<file path="config.mk">
export PLATFORM = sky130hd
export DESIGN_NAME = ldl_cdc_hsk_rx_v1
export DESIGN_NICKNAME = d
export VERILOG_FILES = /design/src/rtl/ldl_cdc_pkg.sv /design/src/rtl/LDL_cdc_buff_v1.sv /design/src/rtl/ldl_cdc_hsk_rx_v1.sv
export SDC_FILE = /design/constraint.sdc
export NUM_CORES = 1
export LEC_CHECK = 0
export CORE_AREA = 2 2 59 61
export CTS_BUF_LIST = sky130_fd_sc_hd__clkbuf_16
export DETAILED_ROUTE_END_ITERATION = 8
export DIE_AREA = 0 0 61 63
export GPL_TIMING_DRIVEN = 0
export MAX_ROUTING_LAYER = met4
export PLACE_DENSITY_LB_ADDON = 0.08
export SETUP_SLACK_MARGIN = 0.2
export SLEW_MARGIN = 25
export SYNTH_ARGS = -nofsm -noshare
export SYNTH_HDL_FRONTEND = slang
export SYNTH_SLANG_ARGS = --single-unit
export TNS_END_PERCENT = 10
</file>
<file path="constraint.sdc">
create_clock -name clk -period 1.77 [get_ports clk]
set_clock_uncertainty 0.2 [all_clocks]
set_input_delay 0.177 -clock clk [delete_from_list [all_inputs] [get_ports clk]]
set_output_delay 0.177 -clock clk [all_outputs]
set_load 0.02 [all_outputs]
</file>
<file path="src/rtl/ldl_cdc_pkg.sv">
// Purpose : shared types and constants for the toggle-handshake CDC receiver.
// Latency : n/a (types and constants only).
// Backpressure: n/a.
// Contents: cdc_state_t (receiver FSM state), CDC_LEVEL_MIN (shallowest
//           synchroniser that still gives a metastability settling stage).
package ldl_cdc_pkg;

   // Two flops is the shallowest chain that still gives the first stage a
   // full cycle to resolve before the value is used.
   localparam int CDC_LEVEL_MIN = 2;

   typedef enum logic {
      CDC_IDLE  = 1'b0,
      CDC_VALID = 1'b1
   } cdc_state_t;

endpackage

</file>
<file path="src/rtl/LDL_cdc_buff_v1.sv">
// Purpose : LEVEL-deep flop chain synchronising an asynchronous bus into i_clk.
// Latency : LEVEL enabled i_clk edges from i_d to o_q.
// Backpressure: i_en = 0 freezes every stage, so nothing advances or is lost.
// Ports   : i_clk   destination clock
//           i_rst   synchronous active-high reset, clears every stage
//           i_en    clock enable for the whole chain
//           i_d     asynchronous input (only WIDTH = 1 or gray-coded buses)
//           o_q     synchronised output, last stage of the chain
module LDL_cdc_buff_v1 #(
   parameter int WIDTH = 1,
   parameter int LEVEL = 2
) (
   input  logic             i_clk,
   input  logic             i_rst,
   input  logic             i_en,
   input  logic [WIDTH-1:0] i_d,
   output logic [WIDTH-1:0] o_q
);

   logic [WIDTH-1:0] r_stage [LEVEL];

   always_ff @(posedge i_clk) begin
      if (i_rst) begin
         for (int i = 0; i < LEVEL; i++) begin
            r_stage[i] <= '0;
         end
      end else if (i_en) begin
         r_stage[0] <= i_d;
         for (int i = 1; i < LEVEL; i++) begin
            r_stage[i] <= r_stage[i-1];
         end
      end
   end

   assign o_q = r_stage[LEVEL-1];

endmodule

</file>
<file path="src/rtl/ldl_cdc_hsk_rx_v1.sv">
// Purpose : destination side of a two-phase req/ack CDC; captures the source
//           word on each request toggle and offers it on a valid/ready port.
// Latency : req_async toggle before edge k -> dout_valid high after edge k+LEVEL.
// Backpressure: the word is held in VALID until dout_ready; ack_out only
//           toggles on consumption, so the source cannot send the next word.
// Ports   : clk/rst      destination clock, synchronous active-high reset
//           en           0 freezes the req synchroniser and blocks captures
//           req_async    source request toggle
//           din_async    source data, stable while a request is outstanding
//           ack_out      acknowledge toggle back to the source (registered)
//           dout/dout_valid/dout_ready  downstream valid/ready interface
//           xfer_cnt     completed transfers, wraps silently
//           err          sticky: source toggled again before being acked
module ldl_cdc_hsk_rx_v1 #(
   parameter int WIDTH = 8,
   parameter int LEVEL = 2,
   parameter int CNT_W = 16
) (
   input  logic             clk,
   input  logic             rst,
   input  logic             en,
   input  logic             req_async,
   input  logic [WIDTH-1:0] din_async,
   output logic             ack_out,
   output logic [WIDTH-1:0] dout,
   output logic             dout_valid,
   input  logic             dout_ready,
   output logic [CNT_W-1:0] xfer_cnt,
   output logic             err
);

   import ldl_cdc_pkg::*;

   if (LEVEL < CDC_LEVEL_MIN) begin : g_level_chk
      $error("ldl_cdc_hsk_rx_v1: LEVEL must be at least CDC_LEVEL_MIN");
   end
   if (WIDTH < 1) begin : g_width_chk
      $error("ldl_cdc_hsk_rx_v1: WIDTH must be at least 1");
   end

   logic             w_req_sync;
   logic             w_new_req;
   logic             w_capture;
   logic             w_handshake;
   logic             w_proto_err;
   cdc_state_t       w_state_nxt;

   cdc_state_t       r_state;
   logic             r_req_seen;
   logic             r_ack;
   logic             r_valid;
   logic             r_err;
   logic [WIDTH-1:0] r_dout;
   logic [CNT_W-1:0] r_cnt;

   LDL_cdc_buff_v1 #(
      .WIDTH (1),
      .LEVEL (LEVEL)
   ) u_req_sync (
      .i_clk (clk),
      .i_rst (rst),
      .i_en  (en),
      .i_d   (req_async),
      .o_q   (w_req_sync)
   );

   // Two-phase protocol: any difference between the synchronised request
   // and the last phase we acted on is one new request.
   assign w_new_req = w_req_sync ^ r_req_seen;

   always_comb begin
      w_state_nxt = r_state;
      w_capture   = 1'b0;
      w_handshake = 1'b0;
      w_proto_err = 1'b0;
      case (r_state)
         CDC_IDLE: begin
            if (en && w_new_req) begin
               w_capture   = 1'b1;
               w_state_nxt = CDC_VALID;
            end
         end
         CDC_VALID: begin
            // A toggle here means the source did not wait for our ack.
            w_proto_err = w_new_req;
            if (dout_ready) begin
               w_handshake = 1'b1;
               w_state_nxt = CDC_IDLE;
            end
         end
      endcase
   end

   always_ff @(posedge clk) begin
      if (rst) begin
         r_state    <= CDC_IDLE;
         r_req_seen <= 1'b0;
         r_ack      <= 1'b0;
         r_valid    <= 1'b0;
         r_err      <= 1'b0;
         r_dout     <= '0;
         r_cnt      <= '0;
      end else begin
         r_state <= w_state_nxt;
         // The offending toggle is absorbed into req_seen so it is neither
         // captured now nor replayed as a fresh request once we reach IDLE.
         if (w_capture || w_proto_err) begin
            r_req_seen <= w_req_sync;
         end
         if (w_capture) begin
            r_dout  <= din_async;
            r_valid <= 1'b1;
         end
         if (w_handshake) begin
            r_valid <= 1'b0;
            r_ack   <= ~r_ack;
            r_cnt   <= r_cnt + CNT_W'(1);
         end
         if (w_proto_err) begin
            r_err <= 1'b1;
         end
      end
   end

   assign ack_out    = r_ack;
   assign dout       = r_dout;
   assign dout_valid = r_valid;
   assign xfer_cnt   = r_cnt;
   assign err        = r_err;

endmodule

</file>
Word-level counts from Yosys, hierarchy flattened
Memories as Yosys holds them, arrays and structs flattened.
Cells that the tools add are included.
{"block": "totals", "regBits": 29, "ram_bits": 2, "in_bits": 13, "out_inout_bits": 27, "word_cells": 31, "mem_count": 1}
{"memory": "u_req_sync.r_stage", "words": 2, "word_bits": 1, "read_ports": 2, "rd_ports_with_merged_regs": 0, "wr": 2, "line": "LDL_cdc_buff_v1.sv:20", "source": "logic [WIDTH-1:0] r_stage [LEVEL];"}
{"block": "classes", "add_sub_neg": 1, "muxes": 14, "bitwise_logic": 5, "n_reduce_logical": 3}
{"op": "16-bit by 1-bit adder with 16-bit output (second input constant)", "n": 1}
{"op": "1-bit two-way mux", "n": 13}
{"op": "1-bit inverter", "n": 2}
{"op": "1-bit OR", "n": 2}
{"op": "1-bit case mux with 2 select lines", "n": 1}
{"op": "2-bit OR reduction", "n": 1}
{"op": "1-bit logical AND", "n": 1}
{"op": "1-bit logical OR", "n": 1}
{"op": "1-bit XOR", "n": 1}

Longest topological paths before layout
{"block": "logic_depth", "ltp_word": 5, "mapped_depth": 5, "ltp_nobuf": 5}

By module
From an unflattened synthesis, not the netlist that was laid out.
{"block": "unflattened", "cells_unflattened": 135, "area_unflattened_um2": 1310.0}
{"module": "ldl_cdc_hsk_rx_v1", "n_inst": 1, "cells_each": 130, "area_per_inst_um2": 1223.7, "seq_area_each_um2": 580.6}
{"module": "LDL_cdc_buff_v1", "n_inst": 1, "cells_each": 5, "area_per_inst_um2": 86.3, "seq_area_each_um2": 60.1}

Least setup slack after synthesis
No wires, ideal clock.
{"block": "synth_timing", "path_type": "register to register", "from": "reg r_cnt[0] (netlist: xfer_cnt[0])", "to": "reg r_cnt[14] (netlist: xfer_cnt[14])", "setup_ps": 70, "t_arrival_ps": 1544, "t_required_ps": 1500, "setup_slack_ps": -44, "path_stages_with_launch": 6, "path_buffers": 0, "synth_period_minus_slack_ps": 1814, "path_cell_list": "dfxtp_1 > ha_1 > and4_1 > nand4_1 > or3_1 > a21oi_1"}
{"block": "synth_between", "elab_chain_len": 1}
{"element": "from (decl)", "line": "ldl_cdc_hsk_rx_v1.sv:54", "source": "logic [CNT_W-1:0] r_cnt;"}
{"element": "from (signal assigned)", "line": "ldl_cdc_hsk_rx_v1.sv:117", "source": "r_cnt <= r_cnt + CNT_W'(1);"}
{"element": "16-bit by 1-bit adder with 16-bit output", "line": "ldl_cdc_hsk_rx_v1.sv:117"}
Every way passes these cells.
A chain may end at the register's enable or synchronous reset.

Worst setup path in the final report
{"block": "layout_timing", "from": "reg r_cnt[12] (netlist: xfer_cnt[12])", "to": "out xfer_cnt[12]"}
{"element": "to (decl)", "line": "ldl_cdc_hsk_rx_v1.sv:28", "source": "output logic [CNT_W-1:0] xfer_cnt,"}
No word-level cell between the ends.

==> flow_metrics.env <==
export IMPL_setup_worst_path_end_class="output pin"
export IMPL_dr_total_vias=1130
export IMPL_detail_route_wl_per_cell_um=12.66
export IMPL_crit_path_cell_trace="clkdlybuf4s50_1"
export IMPL_placementRows=21
export IMPL_yosys_area_share_adder=0.01000
export IMPL_ant_nets=0
export IMPL_run_status="finished clean"
export IMPL_grt_start_max_net_pins=11
export IMPL_drcViolationCount=0
export IMPL_finalHoldWorstSlack_ps=204.6
export IMPL_floorplan_io_pins=40
export IMPL_rsz0062_at_grt="true"
export IMPL_timing_critical_path_from_type="register"
export IMPL_antenna_diode_count=0
export IMPL_slowest_stage="clkdlybuf4s50_1"
export IMPL_final_weighted_congestion_of_routability_driven_global_placement=0.7836
export IMPL_worst_path_dominant_cell_family="buffers and inverters"
export IMPL_worst_pin_slew_ps=478.6
export IMPL_hold_class="in2reg"
export IMPL_post_route_period_util=0.9577
export IMPL_cts_buffer_depth=2
export IMPL_initial_utilization=0.3871
export IMPL_post_route_cell_area_mm2=0.001972
export IMPL_synthXorXnorAreaFrac=0.09100
export IMPL_buffer_ports_inserted=39
export IMPL_leakage_uw=0.0007705
export IMPL_cts_sinks=31
export IMPL_placed_area_mm2=0.001753
export IMPL_holdCritStartpoint="dout_ready"
export IMPL_overflow=0
export IMPL_synth_compound_area_frac=0.06200
export IMPL_clk_insertion_delay_late_ps=280
export IMPL_groute_usage_overall=0.1733
export IMPL_critical_path_s_largest_stage_delay_ps=640
export IMPL_grt_pass1_vias=1110
export IMPL_cts_root_buf="clkbuf_16"
export IMPL_combined_area_of_all_synthesized_cells_mm2=0.001251
export IMPL_yosys_area_share_simple=0.2380
export IMPL_worst_path_buf_inv=1
export IMPL_avg_synthesized_cell_area_um2=9.625
export IMPL_max_freq_ghz=0.5900
export IMPL_max_cap_viol_count=0
export IMPL_area_delta_synth_final_pct=57.60
export IMPL_synth_ff_latch_count=31
export IMPL_worst_ir_drop_vdd_uv=525.5
export IMPL_arrival_ps=1320
export IMPL_drt_total_wl_um=2938
export IMPL_synth_top_family_by_area="simple AND/OR/NAND/NOR gates"
export IMPL_crit_fanout=5
export IMPL_timing_final_crit_period_ps=1695
export IMPL_die_width_um=61
export IMPL_initial_antenna_violation_count=0
export IMPL_yosysWarnings=0
export IMPL_vias_per_cell=4.871
export IMPL_pwr_density_cell_mw_per_mm2=836.0
export IMPL_maxSlewViolCount=0
export IMPL_cts_clk_slew_worst_paths_ps=50
export IMPL_mostFrequentLayoutCell="clkdlybuf4s50_1"
export IMPL_share_of_cells_above_drive_strength_1=0.1882
export IMPL_slew_headroom=0.6809
export IMPL_cts_htree_levels=2
export IMPL_die_area_mm2=0.003843
export IMPL_final_nets=199
export IMPL_drt_pre_antenna_iters=4
export IMPL_r2r_start="xfer_cnt[7]$_SDFFE_PP0P_"
export IMPL_grt_first_pass_wirelength_um=4740
export IMPL_setup_violations_final=0
export IMPL_critPathLaunch="xfer_cnt[12]$_SDFFE_PP0P_"
export IMPL_synth_sequential_area_ratio=0.5120
export IMPL_hold_viol_final=0
export IMPL_wp_data_required_ps=1390
export IMPL_synth_fp_nets=144
export IMPL_coreArea_mm2=0.003232
export IMPL_synth_mux_area_fraction=0.06400
export IMPL_detailedRoute_firstIterationViolations=87
export IMPL_number_of_instances_in_the_synthesized_netlist=130
export IMPL_mostFrequentLayoutCells="36 x clkdlybuf4s50_1, 24 x nor2_1, 17 x dfxtp_1"
export IMPL_dp_hpwl_um=1926
export IMPL_instances_no_fill=232
export IMPL_crit_type="reg2out"
export IMPL_placed_cell_count=215
export IMPL_ys_types=27
export IMPL_chipHeight_um=63
export IMPL_cts_tree="built"
export IMPL_cts_buffers=5
export IMPL_report_power_total_uw=1649
## stage by stage
| stage | setup slack (ps) | util | TNS, ps |
|---|---|---|---|
| after floorplan | 169.3 | - | 0 |
| after global placement | -275.5 | 0.5424 | -1129 |
| after detailed placement | -328.2 | 0.5424 | -1395 |
| after CTS | 63.87 | 0.6055 | 0 |
| after global routing | 39.44 | 0.6101 | 0 |
| final | 74.95 | 0.6101 | 0 |
## report_power, final
part	total, uW	switching [uW]	internal [uW]
combinational	141	66.3	74.8
sequential	723	11.2	712
clock	784	281	503
total	1650	358	1290
## layout make-up
type,count,area (um2)
fill,277,1260
sequential,31,680.7
multi-input combinational,92,600.6
timing repair buffer,48,455.4
clock buffer,5,125.1
tap,46,57.56
buffer,5,33.78
clock inverter,3,11.26
inverter,2,7.507
## synthesized netlist by cell type, drive strengths merged
library cell  count  area, um2
a21oi             8      40.04
or2               2      12.52
o21ai             3      15.01
nand3             2      10.01
or3               2      12.51
buf               2      10.01
xnor2             1      8.760
clkbuf            3      11.26
edfxtp            2      60.06
and3b             3      26.28
and3              2      12.51
inv               2      7.510
nand4             9      56.30
nor2             24      90.09
xor2             12      105.1
a211oi            1      7.510
nand2             7      33.78
o31ai             2      15.01
nor4b             1      8.760
mux2i             8      80.08
and4              2      20.02
dfxtp            29      580.6
or4               2      15.01
ha                1      12.51
## registers in the layout, summed over array words and instances (netlist names)
signal and flops:
ack_out 1, dout_valid 1, err 1, dout 8
r_state 1, xfer_cnt 16, u_req_sync.r_stage 2, r_req_seen 1
## logic make-up after synthesis
| kind of cell | count (synthesis) |
|---|---|
| AND/OR/NAND/NOR | 56 |
| flip-flops | 31 |
| AO/OA/AOI/OAI | 14 |
| XOR/XNOR | 13 |
| multiplexers | 8 |
| buffers and inverters | 7 |
| adder cells (fa/ha/maj) | 1 |
## path summary, 6_finish.rpt
path | endpoint | slack [ps] | cells past startpoint
max | xfer_cnt[12] | 70 | 1
min | dout_valid$_SDFFE_PP0P_ | 200 | 2
max reg2reg | xfer_cnt[13]$_SDFFE_PP0P_ | 130 | 4
min reg2reg | err$_SDFFE_PP0P_ | 270 | 2
## per-layer routing
metal  wire [um]  share of wire  vias up  track usage
met5           0              0        -            -
met1        1195           0.41      526       0.1920
met4          58          0.020        0      0.07609
met3         176          0.060        7      0.06832
met2        1508           0.51       33       0.2702
li1            -              -      564            -
## timing repair
action                                  4_1_cts  5_1_grt
cloned                                        0        1
endpoints found under the setup margin       41       44
setup buffers                                 8        0
pin swaps                                     6        0
hold buffers                                  0        0
resized for setup                             6        5
No activity file was read; power rests on OpenSTA's default activity.
